--- src/rtl/soc_fp_pkg.sv ---
// Shared binary32 field definitions and FSM state encoding for the SOC share path.
package soc_fp_pkg;

    localparam int XLEN     = 32;
    localparam int EXP_W    = 8;
    localparam int MAN_W    = 23;
    localparam int BIAS     = 127;
    localparam int N_CELLS  = 4;
    localparam int DIV_BITS = 25;

    localparam logic [XLEN-1:0] POS_INF = 32'h7F80_0000;

    typedef enum logic [2:0] {
        IDLE = 3'd0,
        LOAD = 3'd1,
        DIV  = 3'd2,
        NORM = 3'd3,
        DONE = 3'd4
    } state_t;

    function automatic logic [XLEN-1:0] fp_pack(input logic sign,
                                                 input logic [EXP_W-1:0] exp,
                                                 input logic [MAN_W-1:0] mant);
        return {sign, exp, mant};
    endfunction

endpackage

--- src/rtl/fp_mant_div_serial.sv ---
// Restoring mantissa divider: q = floor(dividend * 2^24 / divisor), one quotient bit per step, MSB first.
module fp_mant_div_serial
    import soc_fp_pkg::*;
(
    input  logic                clk,
    input  logic                rst_n,
    input  logic                load,
    input  logic                step,
    input  logic [MAN_W:0]      dividend,
    input  logic [MAN_W:0]      divisor,
    output logic [DIV_BITS-1:0] q,
    output logic                q_ready,
    output logic                last_bit
);

    logic [MAN_W+1:0] rem;
    logic [MAN_W:0]   dsr;
    logic [4:0]       cnt;
    logic [MAN_W+2:0] diff;
    logic             fits;
    logic [MAN_W:0]   rem_kept;

    // Both operands are normalised, so the partial remainder stays below 2*divisor.
    always_comb begin
        diff     = {1'b0, rem} - {2'b00, dsr};
        fits     = ~diff[MAN_W+2];
        rem_kept = fits ? diff[MAN_W:0] : rem[MAN_W:0];
    end

    assign last_bit = step && !q_ready && (cnt == 5'(DIV_BITS - 1));

    // NOTE: sequential state uses non-blocking assignments so every register samples pre-edge values.
    always_ff @(posedge clk) begin
        if (!rst_n) begin
            rem     <= '0;
            dsr     <= '0;
            q       <= '0;
            cnt     <= '0;
            q_ready <= 1'b0;
        end else if (load) begin
            rem     <= {1'b0, dividend};
            dsr     <= divisor;
            q       <= '0;
            cnt     <= '0;
            q_ready <= 1'b0;
        end else if (step && !q_ready) begin
            rem <= {rem_kept, 1'b0};
            q   <= {q[DIV_BITS-2:0], fits};
            if (cnt == 5'(DIV_BITS - 1)) q_ready <= 1'b1;
            else                         cnt     <= cnt + 5'd1;
        end
    end

endmodule

--- src/rtl/soc_share_normalizer.sv ---
// Per-cell share num_i/den in binary32 (truncated), computed serially through one mantissa divider.
module soc_share_normalizer
    import soc_fp_pkg::*;
(
    input  logic            clk,
    input  logic            rst_n,
    input  logic            start,
    input  logic [XLEN-1:0] num0,
    input  logic [XLEN-1:0] num1,
    input  logic [XLEN-1:0] num2,
    input  logic [XLEN-1:0] num3,
    input  logic [XLEN-1:0] den,
    output logic            busy,
    output logic            done,
    output logic            shares_valid,
    output logic [XLEN-1:0] share0,
    output logic [XLEN-1:0] share1,
    output logic [XLEN-1:0] share2,
    output logic [XLEN-1:0] share3,
    output logic            dz_flag,
    output logic            ovf_flag,
    output logic            unf_flag
);

    state_t              state;
    logic [1:0]          idx;
    logic [XLEN-1:0]     num_q   [N_CELLS];
    logic [XLEN-1:0]     share_q [N_CELLS];
    logic [XLEN-1:0]     den_q;
    logic [XLEN-1:0]     cur_num;
    logic                sign_q;
    logic signed [9:0]   e_q;

    logic [DIV_BITS-1:0] q;
    logic                q_ready;
    logic                div_last;

    logic signed [9:0]   exp_n;
    logic [MAN_W-1:0]    mant_n;
    logic [XLEN-1:0]     result;
    logic                hit_dz;
    logic                hit_ovf;
    logic                hit_unf;

    assign cur_num = num_q[idx];
    assign busy    = (state == LOAD) || (state == DIV) || (state == NORM);
    assign done    = (state == DONE);
    assign share0  = share_q[0];
    assign share1  = share_q[1];
    assign share2  = share_q[2];
    assign share3  = share_q[3];

    fp_mant_div_serial u_div (
        .clk      (clk),
        .rst_n    (rst_n),
        .load     (state == LOAD),
        .step     (state == DIV),
        .dividend ({1'b1, cur_num[MAN_W-1:0]}),
        .divisor  ({1'b1, den_q[MAN_W-1:0]}),
        .q        (q),
        .q_ready  (q_ready),
        .last_bit (div_last)
    );

    // NOTE: every variable gets a default first so this block cannot infer a latch.
    always_comb begin
        exp_n   = q[DIV_BITS-1] ? e_q + 10'sd127 : e_q + 10'sd126;
        mant_n  = q[DIV_BITS-1] ? q[MAN_W:1] : q[MAN_W-1:0];
        result  = fp_pack(sign_q, exp_n[EXP_W-1:0], mant_n);
        hit_dz  = 1'b0;
        hit_ovf = 1'b0;
        hit_unf = 1'b0;
        if (den_q[XLEN-2:MAN_W] == '0) begin
            result = {sign_q, POS_INF[XLEN-2:0]};
            hit_dz = 1'b1;
        end else if (cur_num[XLEN-2:MAN_W] == '0) begin
            result = {sign_q, 31'h0};
        end else if (exp_n >= 10'sd255) begin
            result  = {sign_q, POS_INF[XLEN-2:0]};
            hit_ovf = 1'b1;
        end else if (exp_n <= 10'sd0) begin
            result  = {sign_q, 31'h0};
            hit_unf = 1'b1;
        end
    end

    // NOTE: operand and share arrays are reset too, since every output must read 0 after reset.
    always_ff @(posedge clk) begin
        if (!rst_n) begin
            state        <= IDLE;
            idx          <= '0;
            den_q        <= '0;
            sign_q       <= 1'b0;
            e_q          <= '0;
            shares_valid <= 1'b0;
            dz_flag      <= 1'b0;
            ovf_flag     <= 1'b0;
            unf_flag     <= 1'b0;
            for (int i = 0; i < N_CELLS; i++) begin
                num_q[i]   <= '0;
                share_q[i] <= '0;
            end
        end else begin
            case (state)
                IDLE: if (start) begin
                    num_q[0]     <= num0;
                    num_q[1]     <= num1;
                    num_q[2]     <= num2;
                    num_q[3]     <= num3;
                    den_q        <= den;
                    idx          <= '0;
                    shares_valid <= 1'b0;
                    dz_flag      <= 1'b0;
                    ovf_flag     <= 1'b0;
                    unf_flag     <= 1'b0;
                    state        <= LOAD;
                end
                LOAD: begin
                    sign_q <= cur_num[XLEN-1] ^ den_q[XLEN-1];
                    e_q    <= $signed({2'b00, cur_num[XLEN-2:MAN_W]})
                            - $signed({2'b00, den_q[XLEN-2:MAN_W]});
                    state  <= DIV;
                end
                DIV: if (div_last) state <= NORM;
                NORM: begin
                    if (q_ready) share_q[idx] <= result;
                    dz_flag  <= dz_flag  | hit_dz;
                    ovf_flag <= ovf_flag | hit_ovf;
                    unf_flag <= unf_flag | hit_unf;
                    if (idx == 2'(N_CELLS - 1)) begin
                        shares_valid <= 1'b1;
                        state        <= DONE;
                    end else begin
                        idx   <= idx + 2'd1;
                        state <= LOAD;
                    end
                end
                DONE:    state <= IDLE;
                default: state <= IDLE;
            endcase
        end
    end

endmodule
--- config.mk ---
export PLATFORM = sky130hd
export DESIGN_NAME = soc_share_normalizer
export DESIGN_NICKNAME = d
export VERILOG_FILES = /design/src/rtl/soc_fp_pkg.sv /design/src/rtl/fp_mant_div_serial.sv /design/src/rtl/soc_share_normalizer.sv
export SDC_FILE = /design/constraint.sdc
export NUM_CORES = 1
export LEC_CHECK = 0
export CORE_UTILIZATION = 38
export CTS_CLUSTER_SIZE = 40
export DETAILED_ROUTE_END_ITERATION = 8
export SYNTH_ARGS = -nofsm -noshare
export SYNTH_HDL_FRONTEND = slang
export SYNTH_SLANG_ARGS = --single-unit
--- constraint.sdc ---
create_clock -name clk -period 9.3 [get_ports clk]
set_clock_uncertainty 0.15 [all_clocks]
set_input_delay 1.86 -clock clk [delete_from_list [all_inputs] [get_ports clk]]
set_output_delay 1.86 -clock clk [all_outputs]
set_load 0.03 [all_outputs]
==> flow_metrics.tcl, run 1 <==
set metrics [dict create \
    status "complete, no violations" \
    rows 77 \
    worst_pin_slew_ns 1.08 \
    end_kind "register" \
    p_int_mw 3.48 \
    synth_seq_cells 389 \
    grt_pass1_vias 11800 \
    cts_tree "done" \
    setup_viol 0 \
    synthToLayoutAreaGrowth_pct 27.9 \
    tritoncts.num_buffers 42 \
    grt.overflow.total 0 \
    io_pins 297 \
    die_height_um 215 \
    cp.arrival_ns 4.72 \
    nets 1965 \
    chipWidth_um 215 \
    critPathRequiredTime_ns 9.54 \
    crit_top_cell "nor2_1" \
    routed_wl_um 40600 \
    vdd_drop_max_uv 123 \
    die-area_um2 46400 \
    tns_ns 0 \
    synth_area_leader_cell "edfxtp_1" \
    fin_util_pct 49.7 \
    post_cts_buffers 0 \
    slew_viol_final 0 \
    max-slew-margin-rel_pct 27.8 \
    cts.path.max_buffers 3 \
    cp_slowest_cell "or2_1" \
    core_area_um2 44500 \
    grt_pass1_wl_um 64400 \
    yosysMostFrequentCell "edfxtp_1" \
    hp-class "reg2reg" \
    ctsHoldBuffers 0 \
    route.detailed.drc 0 \
    syn_inst 1502 \
    avgSynthCellArea_um2 11.5 \
    path_buf_inv 2 \
    synth.distinct_cells 72 \
    synth_area_um2 17300 \
    grt_max_degree 122 \
    grt_use_total_pct 17.5 \
    port_buffers 296 \
    initial_core_util_pct 38.9 \
    synthArstFlopShare_pct 0 \
    cts_sinks 389 \
    crit_chain "buf_2, buf_4, nand3_1, nor2_1, nand3_2, or2_1, nor2_1" \
    drtIter0Drc 755 \
    slowest_delay_ns 0.75 \
    drive_gt1_share_pct 7.87 \
    p_comb_share_pct 21.5 \
    finalHoldViolations 0 \
    whs_ns 0.311 \
    vias 11900 \
    antenna_found_initial 4 \
    post_cts_resized 0 \
    syn_nets 1705 \
    power_density_nw_per_um2 219 \
    power.switching_mw 1.37 \
    rsz0062_at_grt "false" \
    dpl_cell_area_um2 20700 \
    drtPass1Iterations 5 \
    seqPwrFrac_pct 42.4 \
    pwr-share-clk_pct 36.1 \
    yosysWarnings 0 \
    drtAntennaViolNets 0 \
    cap_violations 0 \
    cts_root_buf "clkbuf_16" \
    post_drt_via_cell_ratio 4.98 \
    clk_pin_slew_ns 0.06 \
    final_area_um2 22100 \
    dpl.hpwl_um 28300 \
    power_mw 4.85 \
    clk_latency_ns 0.56 \
    startpoint_type "input port" \
    p_leak_nw 7.82 \
    post-route-min-period_ns 4.48 \
    synth_top_area_share_pct 44.4 \
    synth_ff_type "edfxtp_1" \
    critical-path-top-delay-family "simple AND/OR/NAND/NOR gates" \
    htreeDepth 2 \
    seq_area_frac_synth_pct 59.8 \
    path_max_fanout 63 \
    ys_top_cells_by_area "edfxtp_1 (44%), dfxtp_1 (15%), and2_1 (5.0%), mux4_2 (4.2%), nand2_1 (3.7%)" \
    avgRoutedWirePerCell_um 17.0 \
    yosys-top-cells-count "edfxtp_1 (256), nand2_1 (170), nor2_1 (166), and2_1 (137), dfxtp_1 (133)" \
    synth_edf_count 256 \
    fmax_mhz 223 \
    place_congestion 0.774 \
    swShare_pct 28.3 \
    min_period_over_period_pct 48.2 \
    crit_type "in2reg" \
]
==> state kept, by name, indices dropped and copies added, names as in the netlist, named ones only <==
register and cells:
state 3, u_div.cnt 5, dz_flag 1, idx 2, u_div.q 25, shares_valid 1
ovf_flag 1, u_div.rem 25, sign_q 1, e_q 9, num_q 128, den_q 32
u_div.q_ready 1, u_div.dsr 24, unf_flag 1, share_q 128
==> metrics by stage <==
step	setup slack [ns]	cells
floorplan	4.88	1502
global placement	4.32	2310
detailed placement	4.20	2310
CTS	4.79	2384
global route	4.52	2384
finish	4.82	2386
==> path summary, 6_finish.rpt <==
path | cells past startpoint | from | slack (ns) | to
worst min-delay path | 2 | den_q[21]$_SDFFE_PN0P_ | 0.31 | u_div.dsr[21]$_SDFFE_PN0P_
worst max register to register | 8 | u_div.q[24]$_SDFFE_PP0P_ | 5.27 | share_q[1][8]$_SDFFCE_PN0P_
worst min register to register | 2 | den_q[21]$_SDFFE_PN0P_ | 0.31 | u_div.dsr[21]$_SDFFE_PN0P_
worst max-delay path | 7 | rst_n | 4.82 | share_q[1][8]$_SDFFCE_PN0P_
==> power by group through the flow <==
| stage | sequential, mW | combinational, mW | clock [mW] |
|---|---|---|---|
| detailed placement | 2.09 | 1.04 | 0 |
| finish | 2.05 | 1.04 | 1.75 |
| global placement | 2.09 | 1.04 | 0 |
| floorplan | 2.13 | 0.709 | 0 |
| CTS | 2.05 | 1.05 | 1.80 |
| global route | 2.07 | 1.15 | 1.86 |
==> worst reg2reg max path, stage by stage, from the launching register on <==
cell       delay [ns]
dfxtp_2          0.91
nand3_1          0.28
and3_1           0.28
xnor2_1          0.14
a22oi_1          0.24
a2bb2oi_2        0.33
nand3_2          0.54
or2_1            0.76
nor2_1           0.23
==> cells by family (layout without fill, tap and decap cells) <==
| group | count (synthesis) | count (layout) | share of synthesized area (%) |
|---|---|---|---|
| fa+ha+maj | 40 | 40 | 2.98 |
| flops | 389 | 389 | 59.8 |
| simple gates | 572 | 572 | 15.8 |
| other cells | 0 | 2 | 0 |
| mux | 60 | 60 | 5.79 |
| buf+inv | 143 | 433 | 3.69 |
| compound gates | 266 | 266 | 10.3 |
| xor+xnor | 32 | 32 | 1.62 |
==> cell type report <==
cell class	count	area (µm²)
clock inverter	29	358
tap	592	741
antenna	2	5.00
clock buffer	45	1080
multi-input combinational	970	6330
fill	4009	22400
sequential	389	10400
inverter	49	186
timing repair buffer	310	3060
==> per-layer routing <==
metal  vias to the layer above  track usage, %  share of wire, %
met5                         -               0             0.066
met4                         4            4.96               1.9
met3                        55            3.72               6.4
met2                       380            27.4                45
met1                      5617            24.4                47
li1                       5830               -                 -
==> cell usage in the layout, fill, tap and decap left out, types with 13 or more instances in the layout <==
| cell type | synthesis | final |
|---|---|---|
| xnor2_1 | 15 | 15 |
| clkbuf_16 | 0 | 43 |
| nand3_1 | 20 | 20 |
| a21o_1 | 17 | 17 |
| buf_4 | 4 | 14 |
| edfxtp_1 | 256 | 256 |
| o21ai_1 | 13 | 13 |
| a211oi_1 | 15 | 15 |
| a22o_1 | 25 | 25 |
| xor2_1 | 17 | 17 |
| a21oi_1 | 65 | 65 |
| mux2i_1 | 27 | 27 |
| dfxtp_1 | 133 | 131 |
| ha_1 | 38 | 38 |
| nor2_1 | 166 | 166 |
| inv_1 | 48 | 48 |
| clkdlybuf4s50_1 | 0 | 295 |
| nand2_1 | 170 | 170 |
| o21ai_0 | 45 | 45 |
| a21boi_0 | 29 | 28 |
| mux4_2 | 32 | 32 |
| and2_1 | 137 | 137 |
No activity file was read; power rests on OpenSTA's default activity.
==> run 2: changes to the inputs <==
Clock period 9.3 ns to 3.7 ns, I/O delays scaled along.
==> run 2 against run 1 <==
Register-to-register slack worse by 4.8 ns. Worst setup slack worse by 4.4 ns. Routed wire length is 1.9% lower. Via count is 0.40% lower. Final area grew 0.51%. Total power is 150% higher. Final cell count increased by 0.88%. Die area is the same. Critical endpoint is now u_div.rem[3]$_SDFFE_PN0P_. Largest power group unchanged.
==> flow_metrics.tcl, run 2 (synthesized netlist as in run 1, its figures left out) <==
set metrics [dict create \
    setup_viol 0 \
    worst-r2r-cell-count 12 \
    startpoint_type "register" \
    dpl_cell_area_um2 20900 \
    cap_violations 0 \
    reg2reg_to "u_div.rem[3]$_SDFFE_PN0P_" \
    path_buf_inv 2 \
    drive_gt1_share_pct 8.77 \
    rows 77 \
    end_kind "register" \
    ctsHoldBuffers 0 \
    grt_pass1_vias 11800 \
    dp_slack_ns 0.478 \
    place_congestion 0.842 \
    max-slew-margin-rel_pct 28.3 \
    slew_viol_final 0 \
    drtPass1Iterations 7 \
    hold_path_depth 2 \
    io_pins 297 \
    routed_wl_um 39900 \
    power_mw 11.9 \
    cp_slowest_cell "a311o_1" \
    htreeDepth 2 \
    cp-startpoint "u_div.dsr[1]$_SDFFE_PN0P_" \
    drtIter0Drc 751 \
    worst_pin_slew_ns 1.07 \
    dpl.hpwl_um 28700 \
    post-route-min-period_ns 3.27 \
    cp.arrival_ns 3.56 \
    critPathRequiredTime_ns 3.99 \
    tritoncts.num_buffers 42 \
    grt_use_total_pct 17.4 \
    final_common_cell "clkdlybuf4s50_1" \
    layout_common_cells "clkdlybuf4s50_1 (295), edfxtp_1 (256), nand2_1 (170)" \
    power_density_nw_per_um2 537 \
    hp-class "reg2reg" \
    status "complete, no violations" \
    r2r-start "u_div.dsr[1]$_SDFFE_PN0P_" \
    core_area_um2 44500 \
    grt.overflow.total 0 \
    clk_pin_slew_ns 0.06 \
    crit_chain "inv_1, ha_1, nor2b_1, o21a_1, a311o_1, a32oi_1, nand3b_2, a31oi_4, buf_4, nor3_1, a211oi_1, o21ai_1" \
    drtAntennaViolNets 0 \
    post_cts_buffers 0 \
    post_cts_resized 0 \
    slowest_delay_ns 0.43 \
    whs_ns 0.312 \
    chipWidth_um 215 \
    crit_type "reg2reg" \
    final_area_um2 22200 \
    finalWorstSetupSlack_ns 0.430 \
    r2r_slack_ns 0.43 \
    clk_latency_ns 0.56 \
    port_buffers 296 \
    tns_ns 0 \
    avgRoutedWirePerCell_um 16.6 \
    cts_tree "done" \
    vdd_drop_max_uv 274 \
    cts_sinks 389 \
    min_period_over_period_pct 88.4 \
    antenna_found_initial 7 \
    cts_root_buf "clkbuf_16" \
    grt_pass1_wl_um 64200 \
    die-area_um2 46400 \
    rsz0062_at_grt "false" \
    initial_core_util_pct 38.9 \
    grt_max_degree 63 \
    critical-path-top-delay-family "compound AO/OA/AOI/OAI gates" \
    reg_top3 "num_q: 128 flops, share_q: 128 flops, den_q: 32 flops" \
    path_max_fanout 34 \
    post_drt_via_cell_ratio 4.92 \
    route.detailed.drc 0 \
    fmax_mhz 306 \
    die_height_um 215 \
    crit_path_end "u_div.rem[3]$_SDFFE_PN0P_" \
    synthToLayoutAreaGrowth_pct 28.5 \
    p_leak_nw 7.87 \
    finalHoldViolations 0 \
    vias 11800 \
    nets 1981 \
    cts.path.max_buffers 3 \
    cp.depth 12 \
]
-- run 2: per-stage QoR --
| step | utilization, % | instances |
|---|---|---|
| 4_1_cts | 49.9 | 2404 |
| 5_1_grt | 49.9 | 2404 |
| 2_1_floorplan | - | 1502 |
| 6_report | 49.9 | 2407 |
| 3_3_place_gp | 46.9 | 2326 |
| 3_5_place_dp | 46.9 | 2326 |
-- run 2: layout make-up --
type | count | area (µm²)
antenna | 3 | 7.51
sequential | 389 | 10400
timing repair buffer | 326 | 3260
tap | 592 | 741
fill | 3990 | 22300
inverter | 49 | 186
multi-input combinational | 970 | 6330
clock inverter | 31 | 287
clock buffer | 47 | 1070
-- run 2: routing by layer --
layer	global-route usage (%)	share of wire [%]
met1	24.1	47
met4	4.92	1.9
met3	3.92	6.3
met5	0	0.16
met2	27.2	44
-- run 2: worst min-delay path by stage --
stage | slack (ns) | start | endpoint
3_3_place_gp | 0.31 | u_div.dsr[17]$_SDFFE_PN0P_ | u_div.dsr[17]$_SDFFE_PN0P_
4_1_cts | 0.32 | u_div.dsr[19]$_SDFFE_PN0P_ | u_div.dsr[19]$_SDFFE_PN0P_
5_1_grt | 0.34 | u_div.dsr[2]$_SDFFE_PN0P_ | u_div.dsr[2]$_SDFFE_PN0P_
2_1_floorplan | 0.29 | den_q[10]$_SDFFE_PN0P_ | u_div.dsr[10]$_SDFFE_PN0P_
6_report | 0.31 | u_div.dsr[19]$_SDFFE_PN0P_ | u_div.dsr[19]$_SDFFE_PN0P_
3_5_place_dp | 0.31 | u_div.dsr[19]$_SDFFE_PN0P_ | u_div.dsr[19]$_SDFFE_PN0P_
-- run 2: worst register-to-register path: cells and delay by family, from the launching register on --
family                     cells  cell delay [ns]
AOI/OAI and AO/OA              6             1.45
and+or+nand+nor                3             0.48
buffers and inverters          2             0.42
DFF                            1             0.37
adders and majority gates      1             0.28
-- run 2: where the power goes --
part / total [mW] / switching, mW / internal, mW
registers: 5.16 / 0.169 / 5.00
logic: 2.66 / 1.56 / 1.10
clock network: 4.10 / 1.72 / 2.38
total: 11.9 / 3.45 / 8.48
==> run 3: changes to the inputs <==
Settings changed: PLACE_DENSITY from default to 0.64.
==> run 3 against run 2 <==
Clock-buffer cell count increased by 6. Sequential share of layout area increased by 0.076 points. Final area decreased by 0.16%. Clock power is 1% higher. Critical path type unchanged. Critical endpoint is now share_q[0][0]$_SDFFCE_PN0P_. Largest cell class unchanged. Largest power group unchanged. Highest routed layer is now met4.
==> flow_metrics.tcl, run 3 (synthesized netlist as in run 1, its figures left out) <==
set metrics [dict create \
    route.detailed.drc 0 \
    end_kind "register" \
    grt_max_degree 69 \
    port_buffers 296 \
    fin_util_pct 49.9 \
    cts_sinks 389 \
    tritoncts.num_buffers 42 \
    grt_pass1_vias 11800 \
    die_height_um 215 \
    reg_top3 "num_q: 128 flops, share_q: 128 flops, den_q: 32 flops" \
    path_buf_inv 1 \
    drive_gt1_share_pct 8.58 \
    worst-r2r-cell-count 11 \
    post_drt_via_cell_ratio 4.95 \
    cp_slowest_cell "or2_1" \
    dpl_cell_area_um2 20800 \
    multiInputGateArea_um2 6330 \
    crit_top_cell "nor2_1" \
    post_cts_resized 0 \
    cts_tree "done" \
    tns_ns 0 \
    nets 1976 \
    wl_met3_um 2590 \
    final_area_um2 22200 \
    r2r_slack_ns 0.35 \
    die-area_um2 46400 \
    routed_wl_um 39700 \
    core_area_um2 44500 \
    vdd_drop_max_uv 294 \
    startpoint_type "register" \
    power_density_nw_per_um2 541 \
    vias 11900 \
    power_mw 12.0 \
    fmax_mhz 298 \
    min_period_over_period_pct 90.6 \
    p_leak_nw 7.85 \
    worst_pin_slew_ns 0.992 \
    setup_viol 0 \
    io_pins 297 \
    status "complete, no violations" \
    rows 77 \
    clk_latency_ns 0.57 \
    max-slew-margin-rel_pct 33.9 \
    ctsHoldBuffers 0 \
    n_fill_cell 3937 \
    reg2reg_to "share_q[0][0]$_SDFFCE_PN0P_" \
    holdPathEnd "u_div.dsr[17]$_SDFFE_PN0P_" \
    layout_common_cells "clkdlybuf4s50_1 (295), edfxtp_1 (256), nand2_1 (170)" \
    hold_path_depth 2 \
    final_common_cell "clkdlybuf4s50_1" \
    drtIter0Drc 731 \
    hp-class "reg2reg" \
    initial_core_util_pct 38.9 \
    slew_viol_final 0 \
    place_congestion 0.811 \
    grt.overflow.total 0 \
    grt_use_total_pct 17.1 \
    htreeDepth 2 \
    drtPass1Iterations 5 \
    synthToLayoutAreaGrowth_pct 28.3 \
    routed.top_layer "met4" \
    hp-start "den_q[17]$_SDFFE_PN0P_" \
    rsz0062_at_grt "false" \
    whs_ns 0.307 \
    critPathRequiredTime_ns 3.82 \
    drtAntennaViolNets 0 \
    grt_pass1_wl_um 63200 \
    wl_met1_um 18700 \
    critical-path-top-delay-family "simple AND/OR/NAND/NOR gates" \
    avgRoutedWirePerCell_um 16.6 \
    wl_met2_um 17800 \
    chipWidth_um 215 \
    antenna_found_initial 1 \
    slowest_delay_ns 0.78 \
    cp.arrival_ns 3.47 \
    ff_latch_area_um2 10400 \
    crit_chain "inv_1, ha_1, and2_1, o21ai_0, nor2_1, xor2_1, nand3_1, a2bb2oi_2, nand3_2, or2_1, nor2_1" \
    cap_violations 0 \
    dpl.hpwl_um 28700 \
    r2r-start "e_q[0]$_SDFFE_PN0P_" \
    post_cts_buffers 0 \
    clk_pin_slew_ns 0.06 \
    post-route-min-period_ns 3.35 \
    cts_root_buf "clkbuf_16" \
    path_max_fanout 23 \
    crit_type "reg2reg" \
    cts.path.max_buffers 3 \
    finalHoldViolations 0 \
]
==> run 3: cell types whose count changed in the layout (fill, tap and decap cells not counted), sizes merged <==
cell | before | now
clkinv | 19 | 11
diode | 3 | 1
bufinv | 4 | 3
clkbuf | 47 | 53
inv | 52 | 54
clkinvlp | 5 | 6
buf | 31 | 26
==> run 3: worst max-delay path by stage <==
stage	from	end	slack, ns	cells past startpoint
after detailed placement	register	share_q[0][0]$_SDFFCE_PN0P_	0.33	8
after floorplan	start	num_q[0][0]$_SDFFCE_PN0P_	0.40	4
after global placement	register	share_q[0][0]$_SDFFCE_PN0P_	0.42	8
after global routing	e_q[0]$_SDFFE_PN0P_	share_q[0][18]$_SDFFCE_PN0P_	0.04	11
final	e_q[0]$_SDFFE_PN0P_	share_q[0][0]$_SDFFCE_PN0P_	0.35	11
after CTS	register	share_q[0][0]$_SDFFCE_PN0P_	0.29	8
==> run 3: report_power, final <==
| group | leakage, nW | internal (mW) | total [mW] | switching, mW |
|---|---|---|---|---|
| Clock | 0.651 | 2.37 | 4.14 | 1.77 |
| Combinational | 3.52 | 1.13 | 2.71 | 1.59 |
| Sequential | 3.68 | 5.00 | 5.16 | 0.166 |
==> run 3: metal layers <==
layer | up-vias | track usage, %
met5 | - | 0
met4 | 0 | 4.70
met3 | 48 | 3.54
met2 | 388 | 26.9
li1 | 5859 | -
met1 | 5587 | 24.0
==> run 3: cell type report <==
cell class | count | share of cell area, %
multi-input combinational | 970 | 28.5
clock inverter | 25 | 1.23
clock buffer | 53 | 4.97
timing repair buffer | 321 | 14.5
sequential | 389 | 46.6
inverter | 49 | 0.840
antenna | 1 | 0.0113
tap | 592 | 3.34
==> run 3: metrics by stage <==
stage | setup slack [ns] | std cells
floorplan | 0.401 | 1502
global placement | 0.416 | 2321
detailed placement | 0.333 | 2321
CTS | 0.293 | 2399
global route | 0.0438 | 2399
finish | 0.348 | 2400
==> run 3: worst min-delay path: stages (launching register included) <==
cell and delay (ns):
dfxtp_1 0.31, nand2_1 0.05, a21boi_0 0.06
